==> config.mk <==
export PLATFORM = sky130hd
export DESIGN_NAME = xmr_pipe_chain
export DESIGN_NICKNAME = d
export VERILOG_FILES = /design/src/rtl/xmr_pipe_chain.sv
export SDC_FILE = /design/constraint.sdc
export NUM_CORES = 1
export LEC_CHECK = 0
export CAP_MARGIN = 5
export CORE_AREA = 5 5 42 44
export CTS_BUF_LIST = sky130_fd_sc_hd__clkbuf_8
export CTS_CLUSTER_SIZE = 24
export DETAILED_ROUTE_END_ITERATION = 8
export DIE_AREA = 0 0 47 49
export GPL_ROUTABILITY_DRIVEN = 0
export GPL_TIMING_DRIVEN = 0
export MAX_ROUTING_LAYER = met4
export SYNTH_ARGS = -nofsm -noshare
export SYNTH_HDL_FRONTEND = slang
export SYNTH_SLANG_ARGS = --single-unit
export TNS_END_PERCENT = 20
==> constraint.sdc <==
create_clock -name clk -period 1.6 [get_ports clk]
set_input_delay 0.32 -clock clk [delete_from_list [all_inputs] [get_ports clk]]
set_output_delay 0.32 -clock clk [all_outputs]
set_load 0.02 [all_outputs]
==> src/rtl/xmr_pipe_chain.sv <==
// Elastic valid/ready register chain carrying one eliminated cross-module reference.
// Optional per-stage even parity with a sticky error flag: define XMR_PIPE_PARITY_EN.
module xmr_pipe_chain #(
   parameter int unsigned WIDTH = 1,
   parameter int unsigned DEPTH = 2
) (
   input  logic                         clk,
   input  logic                         rst,
   input  logic                         flush,
   input  logic                         in_valid,
   input  logic [WIDTH-1:0]             in_data,
   output logic                         in_ready,
   output logic                         out_valid,
   output logic [WIDTH-1:0]             out_data,
   input  logic                         out_ready,
   output logic [$clog2(DEPTH+1)-1:0]   occ,
   output logic                         par_err
);

   localparam int unsigned OCC_W = $clog2(DEPTH+1);

   if (DEPTH < 1 || DEPTH > 8 || WIDTH < 1 || WIDTH > 64) begin : g_bad_cfg
      $error("xmr_pipe_chain: DEPTH must be 1..8 and WIDTH 1..64");
   end

   logic [DEPTH-1:0] valid_q, valid_d;
   logic [DEPTH-1:0] adv;
   logic [DEPTH:0]   chain_v;
   logic             adv_run;
   logic [WIDTH-1:0] data_q  [DEPTH];
   logic [WIDTH-1:0] data_d  [DEPTH];
   logic [WIDTH-1:0] up_data [DEPTH];
   logic [OCC_W-1:0] occ_q, occ_d;
   logic             in_fire, out_fire;

   // Ready ripples from the output side back to stage 0 in one cycle.
   always_comb begin
      adv_run = !valid_q[DEPTH-1] | out_ready;
      adv = '0;
      adv[DEPTH-1] = adv_run;
      for (int unsigned k = 1; k < DEPTH; k++) begin
         adv_run = !valid_q[DEPTH-1-k] | adv_run;
         adv[DEPTH-1-k] = adv_run;
      end
   end

   assign in_ready  = adv[0] & !flush;
   assign out_valid = valid_q[DEPTH-1];
   assign out_data  = data_q[DEPTH-1];
   assign occ       = occ_q;
   assign in_fire   = in_valid & in_ready;
   assign out_fire  = out_valid & out_ready;
   assign chain_v   = {valid_q, in_fire};

   always_comb begin
      up_data[0] = in_data;
      for (int unsigned k = 1; k < DEPTH; k++) begin
         up_data[k] = data_q[k-1];
      end
   end

   always_comb begin
      valid_d = valid_q;
      data_d  = data_q;
      for (int unsigned k = 0; k < DEPTH; k++) begin
         if (adv[k]) begin
            valid_d[k] = chain_v[k];
         end
         if (adv[k] && chain_v[k] && !flush) begin
            data_d[k] = up_data[k];
         end
      end
      if (flush) begin
         valid_d = '0;
      end
   end

   always_comb begin
      occ_d = occ_q;
      case ({in_fire, out_fire})
         2'b10:   occ_d = occ_q + OCC_W'(1);
         2'b01:   occ_d = occ_q - OCC_W'(1);
         default: occ_d = occ_q;
      endcase
      if (flush) begin
         occ_d = '0;
      end
   end

   always_ff @(posedge clk) begin
      if (rst) begin
         valid_q <= '0;
         occ_q   <= '0;
         for (int unsigned k = 0; k < DEPTH; k++) begin
            data_q[k] <= '0;
         end
      end else begin
         valid_q <= valid_d;
         occ_q   <= occ_d;
         for (int unsigned k = 0; k < DEPTH; k++) begin
            data_q[k] <= data_d[k];
         end
      end
   end

`ifdef XMR_PIPE_PARITY_EN
   logic [DEPTH-1:0] par_q, par_d;
   logic [DEPTH:0]   chain_p;
   logic             par_err_q;

   assign chain_p = {par_q, ^in_data};

   // Parity travels with its data word under exactly the same load condition.
   always_comb begin
      par_d = par_q;
      for (int unsigned k = 0; k < DEPTH; k++) begin
         if (adv[k] && chain_v[k] && !flush) begin
            par_d[k] = chain_p[k];
         end
      end
   end

   always_ff @(posedge clk) begin
      if (rst) begin
         par_q     <= '0;
         par_err_q <= 1'b0;
      end else begin
         par_q     <= par_d;
         par_err_q <= par_err_q | (out_valid & ((^out_data) != par_q[DEPTH-1]));
      end
   end

   assign par_err = par_err_q;
`else
   assign par_err = 1'b0;
`endif

endmodule

---- Word level (Yosys, flattened, before mapping) ----
Cells that the tools add are included.
storage, ports and cells
  bits in registers ....................... 6
  latch bits .............................. 0
  memory bits (writable) .................. 0
  bits in read-only memories .............. 0
  bits of input ports ..................... 6
  word-level logic and storage cells ...... 24
  memories ................................ 0
operators by class
  $add $sub $neg .......................... 2
  $mul .................................... 0
  div/mod/pow operators ................... 0
  magnitude comparators ................... 0
  equal/unequal tests ..................... 2
  shift-type cells ........................ 0
  muxes and demuxes ....................... 1
  bitwise operators ....................... 5
  reduce and logical (&&, ||, !) cells .... 9
operator list
  operator                                                               count
  1-bit logical AND                                                      4
  2-bit case mux with 2 select lines                                     1
  1-bit AND                                                              3
  1-bit zero test                                                        3
  2-bit by 1-bit adder with 2-bit output, second input constant          1
  2-bit by 1-bit equality test with 1-bit output, second input constant  1
  2-bit equality test, second input constant                             1
  1-bit OR                                                               2
  2-bit nonzero test                                                     1
  2-bit OR reduction                                                     1
  2-bit by 1-bit subtractor with 2-bit output, second input constant     1

---- Logic depth before layout (Yosys ltp) ----
  depth in word-level cells ............... 7
  gate-level depth with buffers ........... 3
  mapped depth without buffers ............ 3

---- Worst setup path before layout ----
Ideal clock, no wire load.
  kind .................................... flip-flop to flip-flop
  start ................................... register occ_q[0], in the netlist occ[0]
  end ..................................... register occ_q[0], in the netlist occ[0]
  setup time .............................. 70 ps
  arrival ................................. 1259 ps
  required time ........................... 1530 ps
  path slack .............................. 271 ps
  cell stages (with the launch flop) ...... 4
  period minus slack after synthesis ...... 1329 ps
  cells stage by stage .................... dfxtp_1 and3b_2 or4_1 a21oi_1
on the way
  word-level cells in the longest chain between the ends .. 2
  elaborated cells on any way between the ends .. 3
ends and longest elaborated chain
  element                                                                                                       RTL line  RTL
  start: declaration                                                                                            33        logic [OCC_W-1:0] occ_q, occ_d;
  start signal: assignment                                                                                      93        occ_q <= '0;
  start signal: assignment                                                                                      99        occ_q <= occ_d;
  2-bit by 1-bit subtractor with 2-bit output / 2-bit by 1-bit adder with 2-bit output (equally long branches)  82, 81
  2-bit case mux with 2 select lines *                                                                          80        case ({in_fire, out_fire})
Every way passes the cells marked *; elsewhere a longest branch is shown, timed or not.
A chain may end at the register's enable or synchronous reset.

---- Worst setup path after layout ----
  start ................................... register occ_q[0], in the netlist occ[0]
  end ..................................... output occ[0]
RTL lines
  element           RTL line  RTL
  end: declaration  16        output logic [$clog2(DEPTH+1)-1:0] occ,
No word-level cell between the ends.

==> results <==
[per-layer routing]
metal / vias up / global-route usage, %
met2: 8 / 8.14
met3: 2 / 2.21
met4: 0 / 6.91
li1: 157 / -
met1: 134 / 8.81
met5: - / -
[kinds of logic after synthesis]
group	share of synthesized area, %
AO/OA/AOI/OAI	16.5
buffers and inverters	4.84
flip-flops	38.7
multiplexers	3.23
other	1.21
AND/OR/NAND/NOR	35.5
[stage by stage]
stage	total power [mW]	setup WS, ns	utilization, %	hold WS, ns	std cells
2_1_floorplan	0.184	0.271	-	0.389	37
5_1_grt	0.450	0.0497	33.9	0.515	67
3_3_place_gp	0.210	-0.500	30.7	0.467	63
4_1_cts	0.438	0.0237	33.8	0.471	67
3_5_place_dp	0.210	-0.497	30.7	0.466	63
6_report	0.430	0.101	33.9	0.470	67
[final cells by class]
| type | count | area share [%] |
|---|---|---|
| repair buffers | 11 | 21.8 |
| flip-flops and latches | 6 | 25.3 |
| clock buffers | 3 | 8.68 |
| multi-input cells | 28 | 36.8 |
| well taps | 16 | 4.21 |
| plain buffers | 1 | 1.58 |
| inverters | 2 | 1.58 |
[cell usage after synthesis]
master	instances	area, um2
dfxtp_1	6	120
nor2_1	6	22.5
a21oi_1	3	15.0
o21ai_0	3	15.0
inv_1	2	7.51
nand2b_1	2	12.5
or3b_2	2	17.5
a21boi_0	1	7.51
a22oi_1	1	7.51
and2b_2	1	8.76
and3b_1	1	8.76
and3b_2	1	10.0
and3b_4	1	12.5
buf_4	1	7.51
conb_1	1	3.75
mux2i_1	1	10.0
nand2_1	1	3.75
o22ai_1	1	6.26
or3_1	1	6.26
or4_1	1	7.51
[power by group through the flow]
stage / sequential [mW] / combinational, mW / clock, mW
floorplan: 0.162 / 0.0222 / 0
global placement: 0.160 / 0.0495 / 0
detailed placement: 0.160 / 0.0499 / 0
CTS: 0.158 / 0.0479 / 0.232
global route: 0.159 / 0.0515 / 0.239
finish: 0.158 / 0.0475 / 0.224
[sequential cells by signal, summed over array words and instances (netlist names)]
name	count
out_data	1
valid_q	2
data_q	1
occ	2
[worst min-delay path, cell delays in order, from the launching register on]
cell and delay [ns]:
dfxtp_1 0.29, o21ai_0 0.06, a21oi_1 0.06
[worst max path at each step]
stage	startpoint	cells after the start	endpoint	slack, ns
floorplan	occ[0]$_SDFFE_PP0P_	3	occ[0]$_SDFFE_PP0P_	0.27
global route	occ[0]$_SDFFE_PP0P_	1	occ[0]	0.05
global placement	out_ready	4	in_ready	-0.50
CTS	valid_q[1]$_SDFFE_PP0P_	1	out_valid	0.02
finish	occ[0]$_SDFFE_PP0P_	1	occ[0]	0.10
detailed placement	out_ready	4	in_ready	-0.50
[repair_timing]
item / CTS / global route
gates resized for setup: 5 / 1
setup buffers: 1 / 0
endpoints found under the setup margin: 1 / 1
pin swaps: 0 / 0
cloned: 0 / 0
==> run_results.csv <==
group,metric,value,unit
clock_tree,clk_path_buf_depth,2,
sta,clock-skew-final,0.000763,ns
detailed_routing,highest_layer,"met4",
global_route,grt_pass1_vias,258,
final_layout,layout_commonest_cell,"clkdlybuf4s50_1",
sta,rsz0062_at_grt,"false",
yosys,ys_seq_elements,6,
detailed_routing,wl_met1,328,um
floorplan,die_w,47,um
detailed_routing,drc,0,
placed_design,port_buffers,10,
final_layout,final_area,475,um2
clock_tree,clk_latency,0.22,ns
detailed_routing,vias,301,
sta,final.period_utilization,93.7,%
setup_path,slowest_delay,0.61,ns
sta,fmax,667,MHz
setup_path,path_cells,"clkdlybuf4s50_1",
global_route,antenna_found_initial,0,
yosys,synthCells,37,
detailed_routing,post_drt_wl_per_cell,10.3,um
final_layout,multi_input_area,175,um2
setup_path,critPathSlowestCell,"clkdlybuf4s50_1",
worst_hold_path,min_delay_worst_endpoint,"data_q[1]$_SDFFE_PP0P_",
setup_path,reg2reg_from,"valid_q[1]$_SDFFE_PP0P_",
setup_path,timing.rr.end,"data_q[1]$_SDFFE_PP0P_",
setup_path,arrival,1.18,ns
pwr,clockPowerShare,52.1,%
clock_tree,clk_pin_slew_worst_paths,0.04,ns
placed_design,dpl.hpwl,506,um
clock_tree,cts_tree,"built",
clock_tree,cts_made_buffers,3,
clock_tree,clock-sinks,6,
detailed_routing,postRouteAntennaNets,0,
pwr,p_seq_share,36.8,%
run,maxCapViolCount,0,
pwr,swShare,20.3,%
setup_path,critPathKind,"reg2out",
pwr,power_density,903,nW/um2
floorplan,die_h,49,um
setup_path,critPathBufInv,1,
yosys,syn_area,310,um2
final_layout,seqCellArea,120,um2
sta,tns,0,ns
yosys,yosysSeqAreaShare,38.7,%
global_route,grt_max_degree,7,
pwr,power_frac_comb,11.1,%
worst_hold_path,worst_hold_path_type,"reg2reg",
final_layout,antennaDiodeCount,0,
floorplan,row_count,14,
clock_tree,root_buffer,"clkbuf_8",
clock_tree,ctsHoldBuffers,0,
pwr,internal_power,0.342,mW
global_route,grt_pass1_wl,1080,um
detailed_routing,route.met3.wl,53,um
floorplan,io_pins,12,
sta,maxSlewViolCount,0,
detailed_routing,drt_wl_total,690,um
setup_path,critPathRequiredTime,1.28,ns
yosys,yosysWarnings,0,
sta,fin_crit,1.50,ns
worst_hold_path,worstHoldPathCells,2,
placed_design,dpl-instance-area,430,um2
setup_path,r2r_cells,4,
run_status,status,"finished clean",
yosys,synth.net_count,43,
yosys,avgSynthCellArea,8.39,um2
detailed_routing,first_iter_violations,3,
setup_path,end_kind,"output pin",
detailed_routing,drtPass1Iterations,2,
final_layout,final_cell_mix,"7 x clkdlybuf4s50_1, 6 x nor2_1, 6 x dfxtp_1",
floorplan,core-area,1400,um2
global_route,overflow,0,
final_layout,fill_cells,154,
clock_tree,cts_max_level,1,
floorplan,start_util,22.1,%
detailed_routing,wl_met2,299,um
global_route,grtUsageTotal,7.01,%
final_layout,synthToLayoutAreaGrowth,53.2,%
final_layout,layout.nets,59,
final_layout,drive_gt1_share,21.6,%
setup_path,cp_top_family,"buffers and inverters",
pwr,vdd_ir_drop_max,0.000375,V
setup_path,critPathLaunchType,"register",
pwr,switchingPower,0.0874,mW
sta,finalHoldViolCount,0,
detailed_routing,via_per_inst,4.49,
sta,setup_viol,0,
pwr,p_leak,0.214,nW
yosys,ys_types,20,
floorplan,dieArea,2300,um2
setup_path,crit_fanout,4,
setup_path,regToRegSetupSlack,0.28,ns
worst_hold_path,min-delay-start,"data_q[1]$_SDFFE_PP0P_",
Power figures use the tool's default switching activity.
